### config.mk
export PLATFORM = sky130hd
export DESIGN_NAME = uart_tx_sched
export DESIGN_NICKNAME = d
export VERILOG_FILES = /design/src/rtl/uart_tx_sched.sv
export SDC_FILE = /design/constraint.sdc
export NUM_CORES = 1
export LEC_CHECK = 0
export ABC_CLOCK_PERIOD_IN_PS = 1700
export BUFFER_PORTS_ARGS = -buffer_cell sky130_fd_sc_hd__buf_4
export CORE_UTILIZATION = 43
export DETAILED_ROUTE_END_ITERATION = 10
export PLACE_DENSITY = 0.85
export SYNTH_ARGS = -nofsm -noshare
export SYNTH_HDL_FRONTEND = slang
export SYNTH_SLANG_ARGS = --single-unit
### constraint.sdc
create_clock -name clk -period 1.7 [get_ports clk]
set_input_delay 0.17 -clock clk [delete_from_list [all_inputs] [get_ports clk]]
set_output_delay 0.17 -clock clk [all_outputs]
set_load 0.1 [all_outputs]
### src/rtl/uart_tx_sched.sv
// uart_tx_sched
//   Two-requester byte scheduler in front of a memory-mapped UART register
//   block. After reset it writes the baud prescaler once, then serves byte
//   requests round-robin: poll the control register until tx_empty
//   (bit 1) is set, write the latched byte to the buffer register and
//   acknowledge the requester.
//
//   Optional feature: define UART_TX_SCHED_TIMEOUT_EN to bound the number
//   of control-register polls per byte to TIMEOUT_POLLS; on expiry the byte
//   is dropped and err pulses for its requester instead of ack.
//
// Parameters
//   UART_ADDRESS  base address (baud = base, control = base+1, buffer = base+2)
//   BAUD_INIT     prescaler written to the baud register after reset
//   TIMEOUT_POLLS poll limit per byte (timeout build only)
//
// Ports
//   clk       system clock, rising edge
//   rst       asynchronous active-low reset
//   req[1:0]  per-requester byte request, held until ack
//   data0/1   requester bytes, stable while the matching req is high
//   ack[1:0]  one-cycle pulse: byte of that requester written
//   err[1:0]  one-cycle pulse: byte of that requester dropped on timeout
//   bus_addr  UART register address (holds when strobes are low)
//   bus_dout  UART write data (holds when strobes are low)
//   bus_w_en  UART write strobe
//   bus_r_en  UART read strobe
//   bus_din   UART read data, valid the cycle after bus_r_en
module uart_tx_sched #(
  parameter logic [7:0] UART_ADDRESS  = 8'h00,
  parameter logic [7:0] BAUD_INIT     = 8'd0,
  parameter logic [7:0] TIMEOUT_POLLS = 8'd255
) (
  input  logic       clk,
  input  logic       rst,
  input  logic [1:0] req,
  input  logic [7:0] data0,
  input  logic [7:0] data1,
  output logic [1:0] ack,
  output logic [7:0] bus_addr,
  output logic [7:0] bus_dout,
  output logic       bus_w_en,
  output logic       bus_r_en,
  input  logic [7:0] bus_din,
  output logic [1:0] err
);

  typedef enum logic [2:0] {INIT, IDLE, POLL_RD, POLL_CHK, WRITE} state_t;

  state_t     state;
  logic       sel;         // requester currently being served
  logic       last;        // requester served most recently
  logic       pick;        // arbitration result for this cycle
  logic [7:0] tx_byte_p0;  // byte captured at arbitration

  // Only tx_empty of the control register matters here.
  logic unused_din;
  assign unused_din = ^{bus_din[7:2], bus_din[0]};

`ifdef UART_TX_SCHED_TIMEOUT_EN
  logic [7:0] poll_cnt;    // control-register reads issued for this byte
`else
  logic unused_timeout;
  assign unused_timeout = ^TIMEOUT_POLLS;
  assign err = 2'b00;
`endif

  // Round-robin: a lone request wins outright; with both pending the one
  // not served last wins. last resets to 1 so requester 0 goes first.
  always_comb begin
    pick = req[1];
    if (req == 2'b11) pick = ~last;
  end

  // Arbitration stage: capture the winner's byte so later req/data changes
  // cannot affect the transfer.
  always_ff @(posedge clk) begin
    if (state == IDLE && (|req)) tx_byte_p0 <= pick ? data1 : data0;
  end

  // Outputs are registered alongside the next state so each strobe is high
  // exactly while the FSM sits in the state that owns it.
  always_ff @(posedge clk or negedge rst) begin
    if (!rst) begin
      state    <= INIT;
      ack      <= 2'b00;
      bus_w_en <= 1'b0;
      bus_r_en <= 1'b0;
      bus_addr <= 8'h00;
      bus_dout <= 8'h00;
      sel      <= 1'b0;
      last     <= 1'b1;
`ifdef UART_TX_SCHED_TIMEOUT_EN
      err      <= 2'b00;
      poll_cnt <= 8'h00;
`endif
    end else begin
      ack      <= 2'b00;
      bus_w_en <= 1'b0;
      bus_r_en <= 1'b0;
`ifdef UART_TX_SCHED_TIMEOUT_EN
      err      <= 2'b00;
`endif
      case (state)
        // INIT spans the reset-release cycle plus the baud-write cycle;
        // bus_w_en itself marks that the write has been issued.
        INIT: begin
          if (!bus_w_en) begin
            bus_w_en <= 1'b1;
            bus_addr <= UART_ADDRESS;
            bus_dout <= BAUD_INIT;
          end else begin
            state <= IDLE;
          end
        end
        IDLE: begin
          if (|req) begin
            sel      <= pick;
            state    <= POLL_RD;
            bus_r_en <= 1'b1;
            bus_addr <= UART_ADDRESS + 8'd1;
`ifdef UART_TX_SCHED_TIMEOUT_EN
            poll_cnt <= 8'd1;
`endif
          end
        end
        POLL_RD: begin
          state <= POLL_CHK;
        end
        POLL_CHK: begin
          if (bus_din[1]) begin
            state    <= WRITE;
            bus_w_en <= 1'b1;
            bus_addr <= UART_ADDRESS + 8'd2;
            bus_dout <= tx_byte_p0;
            ack      <= sel ? 2'b10 : 2'b01;
`ifdef UART_TX_SCHED_TIMEOUT_EN
          end else if (poll_cnt >= TIMEOUT_POLLS) begin
            // Give up: the WRITE slot carries err instead of a write.
            state <= WRITE;
            err   <= sel ? 2'b10 : 2'b01;
`endif
          end else begin
            state    <= POLL_RD;
            bus_r_en <= 1'b1;
            bus_addr <= UART_ADDRESS + 8'd1;
`ifdef UART_TX_SCHED_TIMEOUT_EN
            poll_cnt <= poll_cnt + 8'd1;
`endif
          end
        end
        WRITE: begin
          last  <= sel;
          state <= IDLE;
        end
        default: state <= INIT;
      endcase
    end
  end

endmodule

* Yosys cells after proc, flatten, opt, wreduce, memory -nomap -nowiden
Cells that the tools add are included.
** Cells by class
- Reduce and logical (&&, ||, !) cells :: 9
- Bitwise logic cells :: 1
- Mux-type cells :: 21
- Eq/ne operators :: 9
** Operators with widths (number)
- two-way mux 8 bit :: 4
- one-hot mux 8 bit (3 select lines) :: 1
- one-hot mux 8 bit (2 select lines) :: 1
- one-hot mux 3 bit (5 select lines) :: 1
- two-way mux 3 bit :: 3
- two-way mux 2 bit :: 4
- == test 3 x 2 -> 1 bit (second input constant) :: 2
- != test 2 bit (second input constant) :: 3
- AND reduction 3 bit :: 2
- two-way mux 1 bit :: 5
- one-hot mux 1 bit (2 select lines) :: 2
- AND reduction 2 bit :: 2
- == test 3 x 1 -> 1 bit (second input constant) :: 1
- == test 3 bit (second input constant) :: 1
- zero test 3 bit :: 1
- nonzero test 3 bit :: 1
- == test 2 bit (second input constant) :: 1
- != test 2 x 1 -> 1 bit (second input constant) :: 1
- nonzero test 2 bit :: 1
- OR reduction 2 bit :: 1
- logical AND 1 bit :: 1
- NOT 1 bit :: 1
** Word-level totals
- Register bits after elaboration :: 33
- Input port bits :: 28
- Word-level logic and storage cells :: 49

* Depth between registers and ports, before layout
- Depth after elaboration :: 3
- Mapped depth :: 5
- Mapped depth without buffers :: 3

* Least setup slack after synthesis
No wires, ideal clock.
- Path type :: reg-to-reg
- Start :: register state[1]
- End :: register tx_byte_p0[0], enable pin
- Path buffers :: 2
- Period minus slack after synthesis :: 1741 ps
- Cell stages (with the launch flop) :: 4
- Slack :: -41 ps
- Data arrival time :: 1358 ps
- Cells stage by stage :: dfrtp_1 > buf_2 > buf_2 > nor3_1
** Between the ends
- Longest elaborated chain between the ends :: 2
** RTL lines
- start, declared :: line 50 : state_t state;
- start signal, assigned :: line 85 : state <= INIT;
- start signal, assigned :: line 113 : state <= IDLE;
- start signal, assigned :: line 119 : state <= POLL_RD;
- == test 3 x 1 -> 1 bit :: line 78 : if (state == IDLE && (|req)) tx_byte_p0 <= pick ? data1 : data0;
- logical AND 1 bit :: line 78
- end signal, assigned :: line 78
- end, declared :: line 54 : logic [7:0] tx_byte_p0;
Every way passes these cells.
A chain may end at the register's enable or synchronous reset.

* Worst setup path after layout
- Start :: register state[0]
- End :: register state[0]
** Between the ends
- Longest elaborated chain between the ends :: 3
- Elaborated cells on any way between the ends :: 9
** RTL lines
- == test 3 x 1 -> 1 bit / zero test 3 bit (equally long branches) :: line 104 : case (state)
- != test 2 x 1 -> 1 bit (no line) / != test 2 bit (equally long branches)
- AND reduction 2 bit (no line)
Parallel ways exist; a longest one is shown, timed or not.

==> results.toml <==
[run_status]
status = "finished, final reports clean"

[grt]
grt_pass1_wl_um = 3700
grt_pass1_vias = 810
globalRoute.totalOverflow = 0
grt_start_max_net_pins = 21
antenna_found_initial = 0
grt_usage_pct = 15.3

[pwr]
pwr-share-seq_pct = 37.8
leakage_nw = 0.689
switchingPower_mw = 1.34
comb_power_share_pct = 52.0
peakVddDrop_v = 0.00165
p_clk_share_pct = 10.1
cellPowerDensity_nw_per_um2 = 1730
p_int_mw = 1.34
swShare_pct = 50.0

[drt]
wl_per_cell_um = 12.6
dr.pass1.iters = 4
initialDrtViolationCount = 15
drt_wl_total_um = 2170
viasPerCell = 5.05
drcViolationCount = 0
ant_nets = 0
vias = 869

[setup_path]
start_kind = "flop"
arrival_ns = 1.67
crit_required_ns = 1.93
r2r_setup_slack_ns = 0.26
worst_r2r_path_depth = 3
cpMaxStageDelayCell = "dfrtp_1"
cp_top_family = "flip-flops"
max_stage_delay_ns = 0.56
path_cells = "nor2b_1 -> a21oi_1 -> o32ai_1"
worstSetupEndpointType = "flop"
path_buf_inv = 0
r2r-end = "state[0]"
path_class = "flop to flop"
path_max_fanout = 12
rr_startpoint = "state[0]"

[sta]
final_hold_viol_count = 0
max-slew-margin-rel_pct = 64.8
fin_crit_sh_pct = 84.8
setup_viol = 0
slew_viol_final = 0
fin_setup_tns_ns = 0
worst_clock_skew_ns = 0.00500
tightestPinTransition_ns = 0.527
layout_min_cycle_time_ns = 1.44
rsz0062_at_grt = "no"
max_freq_ghz = 0.693

[floorplanning]
initial_utilization_pct = 45.7
die-area_um2 = 3150
core_area_um2 = 2760
die_h_um = 56.1
fp-row-count = 19
num_io_pins = 50
die_w_um = 56.1

[placed_design]
hpwlAfterDp_um = 1650
place.gp.congestion = 0.759
dpl_cell_area_um2 = 1510
port_buffers = 34

[synthesis]
yosysSeqAreaShare_pct = 56.9
ys_warn_count = 0
synth_top_family_by_area = "simple AND/OR/NAND/NOR gates"
synth_area_um2 = 1260
synth-simple-area-share_pct = 13.0
synth_mux_area_share_pct = 8.04
synth_adder_area_share_pct = 0
ys_ff_latch = 27
yosysUniqueCellTypes = 31
avgSynthCellArea_um2 = 11.8
synth-compound-area-share_pct = 11.2
synth-xor-area-share_pct = 0
synthCells = 107

[clock_network]
clk_latency_ns = 0.32
cts_root_buf = "clkbuf_4"
clock_sinks = 27
numCtsBuffers = 3
clkSlewWorstSetupHoldPaths_ns = 0.14
htree_num_levels = 1
cts_buffer_depth = 2
cts_tree = "yes"
cts_resized = 0

[cells_and_area]
regArea_um2 = 717
final_common_cell = "buf_4"
multi_input_area_um2 = 442
antenna_cells = 0
drive_above_1_share_pct = 39.0
area_growth_pct = 22.3
final_cell_mix = "buf_4 (36), dfrtp_1 (18), inv_1 (10)"
finalInstanceArea_um2 = 1540
fillCellCount = 241
layout.nets = 170

[worst_hold_path]
holdPathStages = 2
hold_end = "bus_r_en"
min_path_type = "input port to flop"
hold_start = "bus_din[1]"

[job]
maxCapViolations = 0
-- synth_stat cells (all sizes together) --
cell | number | area (µm²)
a21boi | 1 | 18.8
nor3b | 1 | 12.5
and4b | 1 | 10.0
or3b | 1 | 8.76
o21bai | 1 | 7.51
inv | 10 | 37.5
nor3 | 3 | 15.0
and2 | 1 | 6.26
mux2 | 9 | 101
nor2b | 2 | 12.5
a21oi | 4 | 31.3
o21ai | 8 | 40.0
a22o | 1 | 8.76
nand4 | 8 | 50.1
nand2b | 1 | 6.26
nand3 | 1 | 5.00
nand2 | 4 | 15.0
nor2 | 3 | 11.3
buf | 14 | 95.1
o32ai | 1 | 8.76
a211oi | 1 | 12.5
conb | 1 | 3.75
o22ai | 1 | 6.26
o31ai | 1 | 7.51
or3 | 1 | 11.3
edfxtp | 8 | 240
dfstp | 1 | 26.3
dfrtp | 18 | 450
-- layer usage --
layer,GRT usage [%],wire length (µm)
met4,9.41,47
met5,0,0
met2,23.6,1060
met1,20.6,966
met3,1.86,90
-- registers in the layout, summed over array words and instances, names as in the netlist --
register / flops
bus_addr: 2
ack: 2
bus_r_en: 1
bus_w_en: 1
bus_dout: 8
tx_byte_p0: 8
state: 3
sel: 1
last: 1
-- power groups by stage --
stage	registers [mW]	clock network, mW	logic [mW]
after floorplan	1.54	0	0.617
after global placement	1.01	0	1.37
after detailed placement	1.03	0	1.39
after CTS	1.01	0.279	1.40
after global routing	1.04	0.300	1.47
final	1.01	0.271	1.39
-- stage by stage --
step | util [%] | total power [mW] | worst slack [ns] | hold WS, ns | std cells
2_1_floorplan | - | 2.16 | 0.0563 | -0.126 | 114
3_3_place_gp | 54.6 | 2.38 | 0.337 | 0.0464 | 167
3_5_place_dp | 54.6 | 2.42 | 0.301 | 0.0544 | 167
4_1_cts | 55.9 | 2.69 | 0.275 | 0.0383 | 172
5_1_grt | 55.9 | 2.81 | 0.113 | 0.0388 | 172
6_report | 55.9 | 2.67 | 0.258 | 0.0496 | 172
-- repair_timing --
action	4_1_cts	5_1_grt
setup buffers	0	0
hold buffers	1	0
endpoints found under the hold margin	19	0
-- cell type report --
| type | instances | area share [%] |
|---|---|---|
| sequential | 27 | 46.5 |
| multi-input combinational | 63 | 28.7 |
| timing repair buffer | 37 | 18.2 |
| tap | 31 | 2.52 |
| inverter | 10 | 2.44 |
| clock buffer | 4 | 1.70 |
-- how the worst max path moves through the flow --
stage,from,endpoint,slack [ns],cells after the start
after detailed placement,state[0],bus_dout[4],0.30,3
final,state[0],state[0],0.26,3
after global placement,state[0],bus_dout[2],0.34,3
after floorplan,bus_w_en,bus_dout[0],0.06,3
after CTS,state[0],state[0],0.27,3
after global routing,state[0],state[0],0.11,3
-- logic make-up after synthesis --
family	Yosys count
AOI/OAI and AO/OA	19
buffers and inverters	24
DFF	27
muxes	9
other	1
and+or+nand+nor	27
(Power assumes the default switching activity.)
